<file path="config.mk">
export PLATFORM = sky130hd
export DESIGN_NAME = lc3_control_fsm
export DESIGN_NICKNAME = d
export VERILOG_FILES = /design/src/rtl/lc3_control_fsm.sv
export SDC_FILE = /design/constraint.sdc
export NUM_CORES = 1
export LEC_CHECK = 0
export ABC_AREA = 1
export CORE_MARGIN = 5
export CORE_UTILIZATION = 46
export CTS_BUF_LIST = sky130_fd_sc_hd__clkbuf_16
export CTS_CLUSTER_DIAMETER = 30
export CTS_CLUSTER_SIZE = 14
export DETAILED_ROUTE_END_ITERATION = 10
export GPL_ROUTABILITY_DRIVEN = 0
export PLACE_DENSITY = 0.86
export SETUP_SLACK_MARGIN = 0.02
export SLEW_MARGIN = 20
export SYNTH_ARGS = -nofsm -noshare
export SYNTH_HDL_FRONTEND = slang
export SYNTH_SLANG_ARGS = --single-unit
</file>
<file path="constraint.sdc">
create_clock -name clk -period 2.5 [get_ports clk]
set_input_delay 0.375 -clock clk [delete_from_list [all_inputs] [get_ports clk]]
set_output_delay 0.375 -clock clk [all_outputs]
set_load 0.01 [all_outputs]
</file>
<file path="src/rtl/lc3_control_fsm.sv">
// Second-generation LC-3 control FSM: drives the datapath tri-state enables, load strobes and mux selects.
// Optional macro LC3_ILLEGAL_TRAP_EN: unsupported opcodes trap in ILL and an illegal_op output is added.
module lc3_control_fsm #(
   parameter int WORD_W      = 16,
   parameter int MEM_TIMEOUT = 15,
   parameter int STATE_W     = 6
) (
   input  logic               clk,
   input  logic               reset,
   input  logic               run,
   input  logic [WORD_W-1:0]  IR,
   input  logic               N,
   input  logic               Z,
   input  logic               P,
   input  logic               mem_ready,
   output logic [1:0]         aluControl,
   output logic               enaALU,
   output logic               enaMARM,
   output logic               enaMDR,
   output logic               enaPC,
   output logic               selMAR,
   output logic               selEAB1,
   output logic [1:0]         selEAB2,
   output logic [1:0]         selPC,
   output logic [1:0]         selMDR,
   output logic               ldPC,
   output logic               ldIR,
   output logic               ldMAR,
   output logic               ldMDR,
   output logic               ldCC,
   output logic [2:0]         SR1,
   output logic [2:0]         SR2,
   output logic [2:0]         DR,
   output logic               regWE,
   output logic               memWE,
   output logic               memEN,
   output logic               mem_err,
`ifdef LC3_ILLEGAL_TRAP_EN
   output logic               illegal_op,
`endif
   output logic [STATE_W-1:0] current_state
);

   typedef enum logic [5:0] {
      S_BR     = 6'd0,
      S_ADD    = 6'd1,
      S_LD     = 6'd2,
      S_ST     = 6'd3,
      S_AND    = 6'd5,
      S_NOT    = 6'd9,
      S_JMP    = 6'd12,
      S_LEA    = 6'd14,
      S_STMEM  = 6'd16,
      S_FETCH0 = 6'd18,
      S_BRT    = 6'd22,
      S_STMDR  = 6'd23,
      S_LDMEM  = 6'd25,
      S_LDWB   = 6'd27,
      S_DECODE = 6'd32,
      S_FETCH1 = 6'd33,
      S_FETCH2 = 6'd35,
      S_ILL    = 6'd62,
      S_IDLE   = 6'd63
   } state_t;

   localparam int CNT_W = 8;
   localparam logic [CNT_W-1:0] CNT_LAST = CNT_W'(MEM_TIMEOUT - 1);

`ifdef LC3_ILLEGAL_TRAP_EN
   localparam state_t UNSUPPORTED_NEXT = S_ILL;
`else
   localparam state_t UNSUPPORTED_NEXT = S_FETCH0;
`endif

   state_t           state;
   state_t           next_state;
   logic [CNT_W-1:0] wait_cnt;
   logic [3:0]       opcode;
   logic             in_mem;
   logic             timeout;
   logic             br_taken;
   logic             unused_ir_bits;

   assign opcode         = IR[WORD_W-1 -: 4];
   assign br_taken       = (IR[11] & N) | (IR[10] & Z) | (IR[9] & P);
   assign unused_ir_bits = ^IR[5:3];
   assign current_state  = STATE_W'(state);

   // Memory handshake: memEN is held for the whole memory state; the access completes on the
   // first posedge that samples mem_ready=1. Each mem_ready=0 cycle is counted, and after
   // MEM_TIMEOUT such cycles the access is abandoned (mem_err set, back to IDLE).
   assign in_mem  = (state == S_FETCH1) || (state == S_LDMEM) || (state == S_STMEM);
   assign timeout = in_mem && !mem_ready && (wait_cnt == CNT_LAST);

   always_ff @(posedge clk or negedge reset) begin
      if (!reset) begin
         state    <= S_IDLE;
         wait_cnt <= '0;
         mem_err  <= 1'b0;
      end else begin
         state <= next_state;
         // Leaving any memory state clears the count, so each access starts from zero.
         if (in_mem && !mem_ready && !timeout) begin
            wait_cnt <= wait_cnt + CNT_W'(1);
         end else begin
            wait_cnt <= '0;
         end
         if (timeout) begin
            mem_err <= 1'b1;
         end
      end
   end

   always_comb begin
      next_state = state;
      aluControl = 2'b00;
      enaALU     = 1'b0;
      enaMARM    = 1'b0;
      enaMDR     = 1'b0;
      enaPC      = 1'b0;
      selMAR     = 1'b0;
      selEAB1    = 1'b0;
      selEAB2    = 2'b00;
      selPC      = 2'b00;
      selMDR     = 2'b00;
      ldPC       = 1'b0;
      ldIR       = 1'b0;
      ldMAR      = 1'b0;
      ldMDR      = 1'b0;
      ldCC       = 1'b0;
      SR1        = 3'd0;
      SR2        = 3'd0;
      DR         = 3'd0;
      regWE      = 1'b0;
      memWE      = 1'b0;
      memEN      = 1'b0;
`ifdef LC3_ILLEGAL_TRAP_EN
      illegal_op = 1'b0;
`endif

      case (state)
         S_IDLE: begin
            if (run) next_state = S_FETCH0;
         end

         // run is sampled here only; a stop request suppresses the fetch entirely.
         S_FETCH0: begin
            if (!run) begin
               next_state = S_IDLE;
            end else begin
               enaPC      = 1'b1;
               ldMAR      = 1'b1;
               ldPC       = 1'b1;
               selPC      = 2'b00;
               next_state = S_FETCH1;
            end
         end

         S_FETCH1: begin
            memEN  = 1'b1;
            selMDR = 2'b01;
            if (mem_ready) begin
               ldMDR      = 1'b1;
               next_state = S_FETCH2;
            end else if (timeout) begin
               next_state = S_IDLE;
            end
         end

         S_FETCH2: begin
            enaMDR     = 1'b1;
            ldIR       = 1'b1;
            next_state = S_DECODE;
         end

         S_DECODE: begin
            case (opcode)
               4'd0, 4'd1, 4'd2, 4'd3, 4'd5, 4'd9, 4'd12, 4'd14:
                  next_state = state_t'({2'b00, opcode});
               default:
                  next_state = UNSUPPORTED_NEXT;
            endcase
         end

         S_ADD, S_AND, S_NOT: begin
            enaALU     = 1'b1;
            regWE      = 1'b1;
            ldCC       = 1'b1;
            SR1        = IR[8:6];
            SR2        = IR[2:0];
            DR         = IR[11:9];
            aluControl = (state == S_ADD) ? 2'b01 : (state == S_AND) ? 2'b10 : 2'b11;
            next_state = S_FETCH0;
         end

         S_LEA: begin
            selEAB1    = 1'b0;
            selEAB2    = 2'b10;
            selMAR     = 1'b0;
            enaMARM    = 1'b1;
            regWE      = 1'b1;
            DR         = IR[11:9];
            next_state = S_FETCH0;
         end

         S_LD, S_ST: begin
            selEAB2    = 2'b10;
            enaMARM    = 1'b1;
            ldMAR      = 1'b1;
            next_state = (state == S_LD) ? S_LDMEM : S_STMDR;
         end

         S_LDMEM: begin
            memEN  = 1'b1;
            selMDR = 2'b01;
            if (mem_ready) begin
               ldMDR      = 1'b1;
               next_state = S_LDWB;
            end else if (timeout) begin
               next_state = S_IDLE;
            end
         end

         S_LDWB: begin
            enaMDR     = 1'b1;
            regWE      = 1'b1;
            ldCC       = 1'b1;
            DR         = IR[11:9];
            next_state = S_FETCH0;
         end

         // Store data is routed through the ALU in pass mode onto the bus and into MDR.
         S_STMDR: begin
            SR1        = IR[11:9];
            aluControl = 2'b00;
            enaALU     = 1'b1;
            selMDR     = 2'b00;
            ldMDR      = 1'b1;
            next_state = S_STMEM;
         end

         S_STMEM: begin
            memEN = 1'b1;
            memWE = 1'b1;
            if (mem_ready) begin
               next_state = S_FETCH0;
            end else if (timeout) begin
               next_state = S_IDLE;
            end
         end

         S_BR: begin
            next_state = br_taken ? S_BRT : S_FETCH0;
         end

         S_BRT: begin
            selEAB2    = 2'b10;
            selPC      = 2'b10;
            ldPC       = 1'b1;
            next_state = S_FETCH0;
         end

         S_JMP: begin
            SR1        = IR[8:6];
            selEAB1    = 1'b1;
            selEAB2    = 2'b00;
            selPC      = 2'b10;
            ldPC       = 1'b1;
            next_state = S_FETCH0;
         end

         S_ILL: begin
`ifdef LC3_ILLEGAL_TRAP_EN
            illegal_op = 1'b1;
`endif
            next_state = S_ILL;
         end

         default: next_state = S_IDLE;
      endcase
   end

endmodule

</file>
==> results.yml, run 1 <==
timing:
  drv_slew: 0
  rsz0062_at_grt: "true"
  fin_crit_ps: 2470
  fin_ws_ps: 33.9
  setup_viol: 0
  period_share: 0.986
  worstMarginPinSlew_ps: 628
  max_freq_mhz: 405
  slew_headroom: 0.580
  tns_ps: 0
  clock_skew_ps: 4.51
  hold_viol: 0
  hold-worst-slack_ps: 465
floorplan:
  die_h_um: 65.4
  initial_core_util: 0.470
  core-area_mm2: 0.00300
  die_area_mm2: 0.00427
  rows: 20
  die_w_um: 65.4
  ios: 61
power:
  seq_power_share: 0.268
  pwr-share-clk: 0.204
  internal_power_mw: 0.867
  p_leak_nw: 1.13
  power_density_mw_per_mm2: 704
  pwr-share-comb: 0.528
  total_power_mw: 1.50
  ir_worst_vdd_mv: 0.506
  netSwitchingPower_mw: 0.634
  p_sw_frac: 0.422
final_layout:
  area_growth_syn_to_layout_pct: 51.3
  diodes: 0
  drive_gt1_frac: 0.220
  fin_cells: 310
  final_common_cell: "clkdlybuf4s50_1"
  layout_common_cells: "clkdlybuf4s50_1, nand2_1, nor2_1, inv_1, nand3_1"
  nets: 303
grt:
  track_usage: 0.190
  overflow: 0
  grt_max_degree: 16
  grt_pass1_vias: 1432
  antenna_found_initial: 0
  grt_pass1_wl_um: 6430
worst_hold_path:
  whs_path_depth: 1
  hold_class: "flip-flop to flip-flop"
  min_from: "mem_err"
  worstHoldEndpoint: "mem_err"
worst_setup_path:
  worstPathArrival_ps: 2090
  worst-r2r-setup-slack_ps: 760
  reg2regPathDepth: 10
  crit_fanout: 7
  cp_data_required_time_ps: 2120
  start_kind: "flip-flop"
  end_kind: "output port"
  reg2reg_to: "current_state[0]"
  reg2reg_from: "current_state[4]"
  crit_type: "flip-flop to output port"
logic_synthesis:
  syn_area_mm2: 0.00141
  netlist_instances: 216
  ys_types: 30
  ys_top_cells_by_area: "dfrtp_1, nand2_1, dfstp_2, nand3_1, nor2_1"
  yosys.area.top_type: "dfrtp_1"
  yosysSeqAreaShare: 0.272
  avgSynthCellArea_um2: 6.53
  yosys_warnings: 0
  ys_ff_latch: 15
  yosysTopAreaCellShare: 0.160
place:
  dp_cells: 301
  post-place-ws_ps: 236
  io_buffers: 53
  place_hpwl_um: 3150
clocking:
  cts_buffer_depth: 2
  cts_root_buf: "clkbuf_16"
  numCtsBuffers: 3
  ctsHtreeMaxLevel: 1
  tritoncts: "yes"
  insertion_delay_ps: 250
  clock-sinks: 15
  clk_pin_slew_worst_paths_ps: 50
outcome:
  outcome: "finished clean"
run:
  drv_cap: 0
detailed_routing:
  routedWlPerCell_um: 13.4
  vias: 1595
  ant_nets: 0
  finalWirelength_um: 4140
  drtPass1Iterations: 4
  via_per_inst: 5.15
  drcViolationCount: 0
  drt_iter0_drc: 119
==> per-stage QoR <==
stage / cell area [um2] / util
2_1_floorplan: 1420 / -
3_3_place_gp: 1960 / 0.654
3_5_place_dp: 1960 / 0.654
4_1_cts: 2060 / 0.686
5_1_grt: 2130 / 0.710
6_report: 2130 / 0.710
==> flip-flops by register name, indices dropped and copies added, names as in the netlist <==
register,flops
current_state,6
wait_cnt,8
mem_err,1
==> critical path, stage by stage (launching register included) <==
cell             delay (ps)
dfstp_2                 610
inv_2                    60
nor2_4                  220
nand3_2                 200
o21ai_0                 190
clkdlybuf4s50_1         560
==> what timing repair did <==
item                                    4_1_cts  5_1_grt
resized for setup                             3       10
endpoints found under the setup margin        6       16
hold buffers                                  0        0
buffers inserted                              0        5
pin swaps                                     0        1
==> final cells by class <==
cell class                      count  area [um2]
Multi-Input combinational cell    159         898
Sequential cell                    15         383
Clock buffer                        3        75.1
Clock inverter                      1        5.00
Fill cell                         243         870
Tap cell                           33        41.3
Timing Repair Buffer               59         581
Inverter                           40         150
==> synthesized netlist by cell type <==
cell / number
inv_2: 10
o21ai_1: 1
nor3_1: 2
dfrtp_1: 9
inv_1: 30
o21ai_0: 8
nor3b_2: 2
or2_2: 1
nand4_1: 4
nand3_2: 10
nor2_4: 4
o21a_1: 1
nor3_2: 1
nand2_1: 48
nor4_1: 1
dfstp_2: 6
a31oi_1: 1
nand2_4: 1
buf_4: 5
nand3_1: 24
conb_1: 1
xor2_1: 2
nor2_1: 31
nand2_2: 2
o211ai_1: 1
nor2_2: 4
or2_1: 1
nand3_4: 1
ha_1: 2
a21oi_1: 2
==> kinds of logic (layout without fill, tap and decap cells) <==
logic type,count (synthesis),in the layout,share of synthesized area
compound gates,14,14,0.0541
xor+xnor,2,2,0.0124
fa+ha+maj,2,2,0.0177
buf+inv,45,103,0.133
flops,15,15,0.272
other cells,1,4,0.00266
simple gates,137,137,0.508
==> layer usage <==
layer  track usage  vias to the layer above  routed length, um
met5             0                        -                  0
met4        0.0648                        0                 63
met3        0.0376                       10                244
met2         0.334                       68               2110
met1         0.230                      719               1730
li1              -                      798                  -
==> power by group through the flow <==
stage               sequential [mW]  combinational, mW  clock (mW)
floorplan                     0.408              0.427           0
global placement              0.404              0.676           0
detailed placement            0.407              0.694           0
CTS                           0.403              0.708       0.314
global route                  0.407              0.860       0.325
finish                        0.402              0.793       0.306
==> worst max path at each step <==
stage	startpoint	to	slack, ps
2_1_floorplan	current_state[3]	ldPC	800
3_3_place_gp	current_state[0]	DR[1]	250
3_5_place_dp	current_state[4]	SR1[2]	240
4_1_cts	current_state[4]	ldPC	20
5_1_grt	current_state[4]	aluControl[0]	-70
6_report	current_state[4]	SR1[0]	30
No activity file was read; power rests on OpenSTA's default activity.
==> inputs of run 2 (changes only) <==
--- a/config.mk
+++ b/config.mk
@@ -15,6 +15,7 @@
 export GPL_ROUTABILITY_DRIVEN = 0
 export PLACE_DENSITY = 0.86
 export SETUP_SLACK_MARGIN = 0.02
+export SKIP_LAST_GASP = 1
 export SLEW_MARGIN = 20
 export SYNTH_ARGS = -nofsm -noshare
 export SYNTH_HDL_FRONTEND = slang
==> run 2 against run 1 <==
  * The flow now finishes with violations (negative setup slack)
  * Critical endpoint is now ldPC
  * Die area stayed put
  * Count of clock-buffer cells in the layout stayed put
  * Utilization is 0.25 points lower
  * Sequential cell count stayed put
  * Power is 0.36% lower
  * Clock power hardly changed
  * First-iteration DRC count is 3.4% lower
  * Combinational power is 0.6% lower
  * Global-route usage stayed put
  * Critical path depth is 1 higher
  * Via count is 0.69% lower
==> results.yml, run 2 (synthesized netlist as in run 1, its figures left out) <==
grt:
  grt_pass1_vias: 1432
  overflow: 0
  antenna_found_initial: 0
  track_usage: 0.190
  grt_max_degree: 16
  grt_pass1_wl_um: 6430
timing:
  fin_crit_ps: 2510
  clock_skew_ps: 4.24
  tns_ps: -6.04
  rsz0062_at_grt: "true"
  hold_viol: 0
  drv_slew: 0
  period_share: 1.00
  hold-worst-slack_ps: 465
  fin_ws_ps: -6.04
  worstMarginPinSlew_ps: 626
  setup_viol: 1
  max_freq_mhz: 399
  slew_headroom: 0.581
detailed_routing:
  via_per_inst: 5.11
  ant_nets: 0
  finalWirelength_um: 4100
  drtPass1Iterations: 5
  vias: 1584
  routedWlPerCell_um: 13.2
  drt_iter0_drc: 115
  drcViolationCount: 0
clocking:
  ctsHtreeMaxLevel: 1
  insertion_delay_ps: 250
  numCtsBuffers: 3
  clk_pin_slew_worst_paths_ps: 50
  tritoncts: "yes"
  cts_buffer_depth: 2
  clock-sinks: 15
  cts_root_buf: "clkbuf_16"
  ctsHoldBuffers: 0
final_layout:
  diodes: 0
  largest_register: "wait_cnt"
  drive_gt1_frac: 0.213
  layout_common_cells: "clkdlybuf4s50_1, nand2_1, nor2_1, inv_1, nand3_1"
  largest_register_ffs: 8
  nets: 303
  fillCellCount: 243
  fin_cells: 310
  area_growth_syn_to_layout_pct: 50.8
  final_common_cell: "clkdlybuf4s50_1"
  design_area_mm2: 0.00213
run:
  drv_cap: 0
floorplan:
  die_w_um: 65.4
  die_h_um: 65.4
  rows: 20
  initial_core_util: 0.470
  core-area_mm2: 0.00300
  ios: 61
  die_area_mm2: 0.00427
power:
  p_leak_nw: 1.13
  ir_worst_vdd_mv: 0.506
  power_density_mw_per_mm2: 703
outcome:
  violations: "negative setup slack"
  outcome: "complete, but fails checks"
place:
  placed_area_mm2: 0.00196
  post-place-ws_ps: 236
  io_buffers: 53
  dp_cells: 301
  place_hpwl_um: 3150
worst_setup_path:
  crit_fanout: 7
  end_kind: "output port"
  reg2regPathDepth: 9
  cp_data_required_time_ps: 2120
  start_kind: "flip-flop"
  crit_type: "flip-flop to output port"
  worstPathArrival_ps: 2130
worst_hold_path:
  hold_class: "flip-flop to flip-flop"
  whs_path_depth: 1
==> run 2: cell counts in the layout (fill, tap and decap cells not counted) <==
Identical to the previous run, type by type.
==> run 2: repair_timing <==
action / CTS / global route
setup endpoints to repair: 6 / 16
buffers inserted: 0 / 5
pin swaps: 0 / 1
gates resized for setup: 3 / 8
hold endpoints to repair: 0 / 0
gates cloned: 0 / 0
==> run 2: power by group <==
group | total [mW] | switching [mW] | internal [mW]
registers | 0.401 | 0.0816 | 0.320
clock network | 0.306 | 0.0930 | 0.213
logic | 0.788 | 0.455 | 0.334
total | 1.50 | 0.629 | 0.866
==> run 2: path summary, 6_finish.rpt <==
| path | startpoint | endpoint | slack (ps) |
|---|---|---|---|
| min | mem_err | mem_err | 470 |
| min reg2reg | mem_err | mem_err | 470 |
| max reg2reg | current_state[4] | current_state[0] | 800 |
| max | current_state[4] | ldPC | -6 |
| min in group asynchronous | reset | wait_cnt[6] | 520 |
| max in group asynchronous | reset | mem_err | 1570 |
==> run 2: layer usage <==
layer,part of all wire,wire [um],GRT usage
met1,0.43,1750,0.230
met2,0.50,2060,0.334
met3,0.055,224,0.0376
met4,0.017,68,0.0648
met5,0,0,0
==> run 2: per-stage QoR <==
step	util	total power, mW
2_1_floorplan	-	0.834
3_3_place_gp	0.654	1.08
3_5_place_dp	0.654	1.10
4_1_cts	0.686	1.43
5_1_grt	0.708	1.59
6_report	0.708	1.50
==> run 2: critical path: stages (launching register included) <==
cell and delay [ps]:
dfstp_2 600, inv_2 60, nor2_4 210, nand3_1 210, nor2_2 150, or2_2 120
clkdlybuf4s50_1 530
==> run 2: area by class of cell <==
| type | count | area (um2) | area share |
|---|---|---|---|
| tap | 33 | 41.3 | 0.0194 |
| clock inverter | 1 | 5.00 | 0.00235 |
| inverter | 40 | 150 | 0.0706 |
| timing repair buffer | 59 | 581 | 0.273 |
| sequential | 15 | 383 | 0.180 |
| multi-input combinational | 159 | 891 | 0.419 |
| clock buffer | 3 | 75.1 | 0.0353 |
==> inputs of run 3 (changes only) <==
--- a/config.mk
+++ b/config.mk
@@ -6,6 +6,7 @@
 export NUM_CORES = 1
 export LEC_CHECK = 0
 export ABC_AREA = 1
+export ABC_CLOCK_PERIOD_IN_PS = 2500
 export CORE_MARGIN = 5
 export CORE_UTILIZATION = 46
 export CTS_BUF_LIST = sky130_fd_sc_hd__clkbuf_16
==> results of run 3 <==
Final layout, timing and power as in run 2 (identical DEF).
